<file path="src/rtl/pe_row_pkg.sv">
// rtl/pe_row_pkg.sv - shared types and defaults for the PE row sequencer
// Holds the sequencer state encoding, datapath defaults shared with the PE row,
// and the width of the optional performance counters.
package pe_row_pkg;

   localparam int WIDTH_DEF    = 14;
   localparam int PIPE_LAT_DEF = 11;
   localparam int PASS_W_DEF   = 8;
   localparam int PERF_W       = 32;

   typedef enum logic [1:0] {
      ST_IDLE = 2'd0,
      ST_REQ  = 2'd1,
      ST_WAIT = 2'd2,
      ST_DONE = 2'd3
   } seq_state_t;

endpackage

</file>
<file path="src/rtl/pe_row_sequencer_if.sv">
// rtl/pe_row_sequencer_if.sv - control, tile and result signals of the PE row sequencer
// master: the sequencer side. slave: tile buffer / row / consumer side.
// With PE_ROW_SEQ_PERF_EN defined the two performance counter outputs are added.
interface pe_row_sequencer_if
   import pe_row_pkg::*;
#(
   parameter int WIDTH  = WIDTH_DEF,
   parameter int PASS_W = PASS_W_DEF
);
   logic              start_in;
   logic [PASS_W-1:0] num_pass_in;
   logic              busy_out;
   logic              tile_req_out;
   logic [PASS_W-1:0] tile_idx_out;
   logic              tile_valid_in;
   logic              row_load_out;
   logic [WIDTH-1:0]  psum_to_row_out;
   logic [WIDTH-1:0]  psum_from_row_in;
   logic [WIDTH-1:0]  result_out;
   logic              result_valid_out;
   logic              result_ready_in;
`ifdef PE_ROW_SEQ_PERF_EN
   logic [PERF_W-1:0] perf_busy_cycles_out;
   logic [PERF_W-1:0] perf_stall_cycles_out;
`endif

   modport master (
      input  start_in, num_pass_in, tile_valid_in, psum_from_row_in, result_ready_in,
      output busy_out, tile_req_out, tile_idx_out, row_load_out, psum_to_row_out,
             result_out, result_valid_out
`ifdef PE_ROW_SEQ_PERF_EN
      , output perf_busy_cycles_out, perf_stall_cycles_out
`endif
   );

   modport slave (
      output start_in, num_pass_in, tile_valid_in, psum_from_row_in, result_ready_in,
      input  busy_out, tile_req_out, tile_idx_out, row_load_out, psum_to_row_out,
             result_out, result_valid_out
`ifdef PE_ROW_SEQ_PERF_EN
      , input perf_busy_cycles_out, perf_stall_cycles_out
`endif
   );

endinterface

</file>
<file path="src/rtl/pe_row_seq_perf.sv">
// rtl/pe_row_seq_perf.sv - saturating busy/stall cycle counters (used only with PE_ROW_SEQ_PERF_EN)
module pe_row_seq_perf
   import pe_row_pkg::*;
(
   input  logic              i_clk,
   input  logic              i_rst,
   input  logic              i_clear,
   input  logic              i_busy,
   input  logic              i_stall,
   output logic [PERF_W-1:0] o_busy_cycles,
   output logic [PERF_W-1:0] o_stall_cycles
);
   localparam logic [PERF_W-1:0] ONE = PERF_W'(1);

   logic [PERF_W-1:0] r_busy_cnt;
   logic [PERF_W-1:0] r_stall_cnt;

   // Busy-cycle counter: cleared on an accepted start, sticks at all-ones.
   always_ff @(posedge i_clk or posedge i_rst) begin
      if (i_rst)                              r_busy_cnt <= '0;
      else if (i_clear)                       r_busy_cnt <= '0;
      else if (i_busy && (r_busy_cnt != '1))  r_busy_cnt <= r_busy_cnt + ONE;
   end

   // Stall-cycle counter: counts REQ cycles without a tile, sticks at all-ones.
   always_ff @(posedge i_clk or posedge i_rst) begin
      if (i_rst)                               r_stall_cnt <= '0;
      else if (i_clear)                        r_stall_cnt <= '0;
      else if (i_stall && (r_stall_cnt != '1)) r_stall_cnt <= r_stall_cnt + ONE;
   end

   assign o_busy_cycles  = r_busy_cnt;
   assign o_stall_cycles = r_stall_cnt;

endmodule

</file>
<file path="src/rtl/pe_row_sequencer.sv">
// rtl/pe_row_sequencer.sv - sequences one PE row through a multi-pass dot product
// Fetches one tile per pass, strobes it into the row, feeds the previous psum
// back and captures the row output PIPE_LAT cycles after the load.
// Optional feature macro: PE_ROW_SEQ_PERF_EN (busy/stall performance counters).
module pe_row_sequencer
   import pe_row_pkg::*;
#(
   parameter int WIDTH    = WIDTH_DEF,
   parameter int PIPE_LAT = PIPE_LAT_DEF,
   parameter int PASS_W   = PASS_W_DEF
)
(
   input  logic clk_in,
   input  logic rst_in,
   pe_row_sequencer_if.master bus
);
   localparam int WAIT_W = (PIPE_LAT > 1) ? $clog2(PIPE_LAT) : 1;
   localparam logic [WAIT_W-1:0] WAIT_LOAD = WAIT_W'(PIPE_LAT - 1);
   localparam logic [WAIT_W-1:0] WAIT_ONE  = WAIT_W'(1);
   localparam logic [PASS_W-1:0] PASS_ONE  = PASS_W'(1);

   seq_state_t        r_state;
   logic [PASS_W-1:0] r_num_pass;
   logic [PASS_W-1:0] r_pass_cnt;
   logic [WAIT_W-1:0] r_wait_cnt;
   logic [WIDTH-1:0]  r_acc;

   seq_state_t        w_state_nxt;
   logic [PASS_W-1:0] w_num_pass_nxt;
   logic [PASS_W-1:0] w_pass_cnt_nxt;
   logic [WAIT_W-1:0] w_wait_cnt_nxt;
   logic [WIDTH-1:0]  w_acc_nxt;
   logic              w_tile_req;
   logic              w_row_load;
   logic              w_result_valid;
   logic              w_start_acc;

   // State and job registers; reset aborts any job in flight.
   always_ff @(posedge clk_in or posedge rst_in) begin
      if (rst_in) begin
         r_state    <= ST_IDLE;
         r_num_pass <= '0;
         r_pass_cnt <= '0;
         r_wait_cnt <= '0;
         r_acc      <= '0;
      end else begin
         r_state    <= w_state_nxt;
         r_num_pass <= w_num_pass_nxt;
         r_pass_cnt <= w_pass_cnt_nxt;
         r_wait_cnt <= w_wait_cnt_nxt;
         r_acc      <= w_acc_nxt;
      end
   end

   // Next-state and control decode; acc only moves on a start or a row capture.
   always_comb begin
      w_state_nxt    = r_state;
      w_num_pass_nxt = r_num_pass;
      w_pass_cnt_nxt = r_pass_cnt;
      w_wait_cnt_nxt = r_wait_cnt;
      w_acc_nxt      = r_acc;
      w_tile_req     = 1'b0;
      w_row_load     = 1'b0;
      w_result_valid = 1'b0;
      w_start_acc    = 1'b0;
      case (r_state)
         ST_IDLE: begin
            if (bus.start_in) begin
               w_start_acc    = 1'b1;
               w_acc_nxt      = '0;
               w_pass_cnt_nxt = '0;
               w_wait_cnt_nxt = '0;
               w_num_pass_nxt = bus.num_pass_in;
               // A zero-pass job has nothing to fetch and reports 0 directly.
               w_state_nxt    = (bus.num_pass_in != '0) ? ST_REQ : ST_DONE;
            end
         end
         ST_REQ: begin
            w_tile_req = 1'b1;
            if (bus.tile_valid_in) begin
               w_row_load     = 1'b1;
               w_wait_cnt_nxt = WAIT_LOAD;
               w_state_nxt    = ST_WAIT;
            end
         end
         ST_WAIT: begin
            if (r_wait_cnt != '0) begin
               w_wait_cnt_nxt = r_wait_cnt - WAIT_ONE;
            end else begin
               w_acc_nxt = bus.psum_from_row_in;
               if (r_pass_cnt == (r_num_pass - PASS_ONE)) begin
                  w_state_nxt = ST_DONE;
               end else begin
                  w_pass_cnt_nxt = r_pass_cnt + PASS_ONE;
                  w_state_nxt    = ST_REQ;
               end
            end
         end
         ST_DONE: begin
            w_result_valid = 1'b1;
            if (bus.result_ready_in) w_state_nxt = ST_IDLE;
         end
         default: w_state_nxt = ST_IDLE;
      endcase
   end

   assign bus.busy_out         = (r_state != ST_IDLE);
   assign bus.tile_req_out     = w_tile_req;
   assign bus.tile_idx_out     = w_tile_req ? r_pass_cnt : '0;
   assign bus.row_load_out     = w_row_load;
   assign bus.psum_to_row_out  = r_acc;
   assign bus.result_out       = r_acc;
   assign bus.result_valid_out = w_result_valid;

`ifdef PE_ROW_SEQ_PERF_EN
   logic w_stall;
   assign w_stall = (r_state == ST_REQ) && !bus.tile_valid_in;

   pe_row_seq_perf u_perf (
      .i_clk          (clk_in),
      .i_rst          (rst_in),
      .i_clear        (w_start_acc),
      .i_busy         (bus.busy_out),
      .i_stall        (w_stall),
      .o_busy_cycles  (bus.perf_busy_cycles_out),
      .o_stall_cycles (bus.perf_stall_cycles_out)
   );
`else
   logic w_unused_start;
   assign w_unused_start = w_start_acc;
`endif

endmodule

</file>
<file path="src/flat_wrapper.sv">
// flat-port wrapper written by rule: the top's interface ports become plain ports
module pe_row_sequencer_flat import pe_row_pkg::*;
#(
   parameter int WIDTH    = WIDTH_DEF,
   parameter int PIPE_LAT = PIPE_LAT_DEF,
   parameter int PASS_W   = PASS_W_DEF
)
  (clk_in, rst_in, bus_start_in, bus_num_pass_in, bus_tile_valid_in, bus_psum_from_row_in, bus_result_ready_in, bus_busy_out, bus_tile_req_out, bus_tile_idx_out, bus_row_load_out, bus_psum_to_row_out, bus_result_out, bus_result_valid_out);
  pe_row_sequencer_if #(.WIDTH(WIDTH), .PASS_W(PASS_W)) bus_i ();
  input  logic clk_in;
  input  logic rst_in;
  input wire logic [$bits(bus_i.start_in)-1:0] bus_start_in;
  input wire logic [$bits(bus_i.num_pass_in)-1:0] bus_num_pass_in;
  input wire logic [$bits(bus_i.tile_valid_in)-1:0] bus_tile_valid_in;
  input wire logic [$bits(bus_i.psum_from_row_in)-1:0] bus_psum_from_row_in;
  input wire logic [$bits(bus_i.result_ready_in)-1:0] bus_result_ready_in;
  output wire logic [$bits(bus_i.busy_out)-1:0] bus_busy_out;
  output wire logic [$bits(bus_i.tile_req_out)-1:0] bus_tile_req_out;
  output wire logic [$bits(bus_i.tile_idx_out)-1:0] bus_tile_idx_out;
  output wire logic [$bits(bus_i.row_load_out)-1:0] bus_row_load_out;
  output wire logic [$bits(bus_i.psum_to_row_out)-1:0] bus_psum_to_row_out;
  output wire logic [$bits(bus_i.result_out)-1:0] bus_result_out;
  output wire logic [$bits(bus_i.result_valid_out)-1:0] bus_result_valid_out;
  assign bus_i.start_in = bus_start_in;
  assign bus_i.num_pass_in = bus_num_pass_in;
  assign bus_i.tile_valid_in = bus_tile_valid_in;
  assign bus_i.psum_from_row_in = bus_psum_from_row_in;
  assign bus_i.result_ready_in = bus_result_ready_in;
  assign bus_busy_out = bus_i.busy_out;
  assign bus_tile_req_out = bus_i.tile_req_out;
  assign bus_tile_idx_out = bus_i.tile_idx_out;
  assign bus_row_load_out = bus_i.row_load_out;
  assign bus_psum_to_row_out = bus_i.psum_to_row_out;
  assign bus_result_out = bus_i.result_out;
  assign bus_result_valid_out = bus_i.result_valid_out;
  pe_row_sequencer #(.WIDTH(WIDTH), .PIPE_LAT(PIPE_LAT), .PASS_W(PASS_W)) u_core (.clk_in(clk_in), .rst_in(rst_in), .bus(bus_i));
endmodule
</file>
<file path="config.mk">
export PLATFORM = sky130hd
export DESIGN_NAME = pe_row_sequencer_flat
export DESIGN_NICKNAME = d
export VERILOG_FILES = /design/src/rtl/pe_row_pkg.sv /design/src/rtl/pe_row_sequencer_if.sv /design/src/rtl/pe_row_seq_perf.sv /design/src/rtl/pe_row_sequencer.sv /design/src/flat_wrapper.sv
export SDC_FILE = /design/constraint.sdc
export NUM_CORES = 1
export LEC_CHECK = 0
export CAP_MARGIN = 10
export CORE_ASPECT_RATIO = 0.9
export CORE_MARGIN = 10
export CORE_UTILIZATION = 35
export DETAILED_ROUTE_END_ITERATION = 12
export GPL_ROUTABILITY_DRIVEN = 0
export HOLD_SLACK_MARGIN = 0.1
export PLACE_DENSITY = 0.74
export SLEW_MARGIN = 20
export SYNTH_ARGS = -nofsm -noshare
export SYNTH_HDL_FRONTEND = slang
export SYNTH_HIERARCHICAL = 1
export SYNTH_SLANG_ARGS = --single-unit
</file>
<file path="constraint.sdc">
create_clock -name clk_in -period 2.5 [get_ports clk_in]
set_clock_uncertainty 0.05 [all_clocks]
set_input_delay 0.375 -clock clk_in [delete_from_list [all_inputs] [get_ports clk_in]]
set_output_delay 0.375 -clock clk_in [all_outputs]
set_load 0.02 [all_outputs]
</file>
==> qor.txt <==
status: complete, but fails checks
failing checks: setup timing
# setup viols final: 9
Synth top cells by count: 41 x nand2_1, 36 x dfrtp_1, 27 x o21ai_0, 14 x buf_4, 12 x inv_1
final worst-path setup slack: -77.0 ps
leakage power: 1.23 nW
period utilisation layout: 1.03
port buffer count: 66
Total GRT Usage: 0.120
largest cells by area after synthesis: dfrtp_1 42%, nand2_1 7.2%, o21ai_0 6.3%
Die ar.: 9670 um2
Detailed Route WL: 5.76 mm
most common cell in the netlist: nand2_1
WP data required: 2620 ps
Routed WL per cell: 15.7 um
Design Area, Final: 2990 um2
initial antenna violation count: 0
ANT nets after route: 0
Worst Setup Path Type: reg2reg
vias: 1859
PwrDens: 1170 nW/um2
Fin. Hold Viols: 0
Mapped Area: 2150 um2
DP Area: 2840 um2
crit path launch type: flop
first-pass GRT wire length: 9.31 mm
CTS tree: done
Clock Path Buffers: 2
DRT iter0 DRCs: 102
die width: 103 um
DRC violations left: 0
vias in the first global route: 1837
critical path endpoint category: flop
DR vias/cell: 5.05
EDFF count, synth: 0
Slew Limit Fails: 0
#FFs+latches synth: 36
Min-Delay Path Class: in2async
Initial Utilization: 0.369
Max-Cap Viols: 0
synth unique cells: 44
htree depth: 2
Worst-path clk slew: 70 ps
ANT cells: 0
worst vdd ir: 0.000384 V
Sink Count: 36
root buf cell: clkbuf_8
share of post-route cells with drive strength above 1: 0.134
Total Power: 3.49 mW
Cell Rows: 26
FMAX: 388 MHz
remaining global-route overflow: 0
Avg Inst Size Synth: 9.17 um2
worst skew pair latency: 280 ps
Main synth FF type: dfrtp_1
ys async rst share: 1.00
TritonCTS buffer count: 5
core area: 5820 um2
area leader, netlist: dfrtp_1
largest net degree at the start of global routing: 37
minimum clock period: 2580 ps
area delta synth->final: 39.1%
DIE HEIGHT: 94.3 um
RSZ-0062 raised after global routing: yes
Ys Warns: 6
slew margin rel.: 0.679
Critical Path Fanout Max: 3
I/O pin cnt: 67
Yosys top cell area share: 0.420
Synth Net Count: 269
DP HPWL: 4.39 mm
r2r setup slk: -80 ps
setup TNS: -448 ps
Least-Margin Pin Slew: 478 ps
DRT Pass-1 Iters: 4
nets@finish: 332
Syn Inst Count: 234
register area share after synthesis: 0.420
Crit path arrival time: 2700 ps
## layout by cell type, fill, tap and decap left out, types with 2 or more instances in the layout
cell / netlist / final
o221ai_2: 0 / 4
or4_4: 1 / 2
or2_4: 0 / 2
dfrtp_1: 36 / 36
clkdlybuf4s50_1: 0 / 66
o21ai_1: 0 / 5
and3_1: 3 / 3
nand3b_1: 4 / 4
nand2_1: 41 / 41
and2_1: 10 / 10
ha_1: 8 / 7
o31ai_1: 2 / 2
nor3_1: 6 / 6
nor2b_1: 2 / 2
o211ai_1: 2 / 2
clkbuf_8: 0 / 5
mux2_2: 8 / 8
buf_4: 14 / 12
nor2_1: 8 / 8
o21ai_0: 27 / 22
a21o_1: 2 / 2
a21oi_1: 2 / 2
nand2b_1: 2 / 2
o22ai_1: 2 / 2
o311ai_0: 2 / 2
xnor2_1: 7 / 7
inv_1: 12 / 12
## through the flow
stage	hold WS [ps]	worst slack, ps	std cells	utilization
floorplan	430	-131	234	-
global placement	433	-91.9	360	0.488
detailed placement	441	-179	360	0.488
CTS	458	-82.3	368	0.513
global route	487	-146	368	0.513
finish	447	-77.0	368	0.513
## per-layer routing
layer,wire length (um),up-vias,global-route usage
li1,-,925,-
met1,2500,881,0.146
met2,2790,47,0.194
met3,413,6,0.0427
met4,56,0,0.0329
met5,0,-,0
## critical path: stages (launching register included)
cell and delay [ps]:
dfrtp_1 390, or4_4 540, or2_4 250, or4_4 490, a2111oi_4 350, nor3_1 120, mux2_4 280
## registers in the layout, indices dropped and copies added, names as in the netlist
signal                      count
u_core/bus.psum_to_row_out     14
u_core/r_num_pass               8
u_core/r_pass_cnt               8
u_core/r_wait_cnt               4
u_core/r_state                  2
## repair_timing
| item | CTS | global route |
|---|---|---|
| pin swaps | 1 | 0 |
| hold buffers | 0 | 0 |
| setup buffers | 0 | 0 |
| resized for setup | 12 | 1 |
| endpoints found under the setup margin | 13 | 9 |
## worst paths after layout
path	start	endpoint	depth (start not counted)
worst max-delay path	u_core/r_num_pass[1]	u_core/r_pass_cnt[0]	6
worst min-delay path	rst_in	u_core/bus.psum_to_row_out[1]	3
worst max register to register	u_core/r_num_pass[1]	u_core/r_pass_cnt[0]	6
worst min register to register	u_core/bus.psum_to_row_out[0]	u_core/bus.psum_to_row_out[0]	2
max in group asynchronous	rst_in	u_core/r_num_pass[5]	3
min in group clk_in	u_core/bus.psum_to_row_out[0]	u_core/bus.psum_to_row_out[0]	2
## report_power, final
group          internal [mW]  switching [mW]  total [mW]
combinational          0.929            1.04        1.97
clock                  0.296           0.210       0.506
sequential             0.802           0.218        1.02
## cells by family (layout without fill, tap and decap cells)
group / Yosys count / count (layout) / synth area share
simple gates: 87 / 87 / 0.200
compound gates: 52 / 52 / 0.164
flops: 36 / 36 / 0.420
buf+inv: 34 / 98 / 0.0875
mux: 9 / 9 / 0.0490
fa+ha+maj: 8 / 8 / 0.0466
xor+xnor: 8 / 8 / 0.0327
## cell type report
type | instances | area, um2
Fill cell | 520 | 2840
Tap cell | 70 | 87.6
Multi-Input combinational cell | 164 | 1090
Timing Repair Buffer | 78 | 751
Clock buffer | 6 | 72.6
Clock inverter | 2 | 35.0
Sequential cell | 36 | 901
Inverter | 12 | 45.0
(Power assumes the default switching activity.)
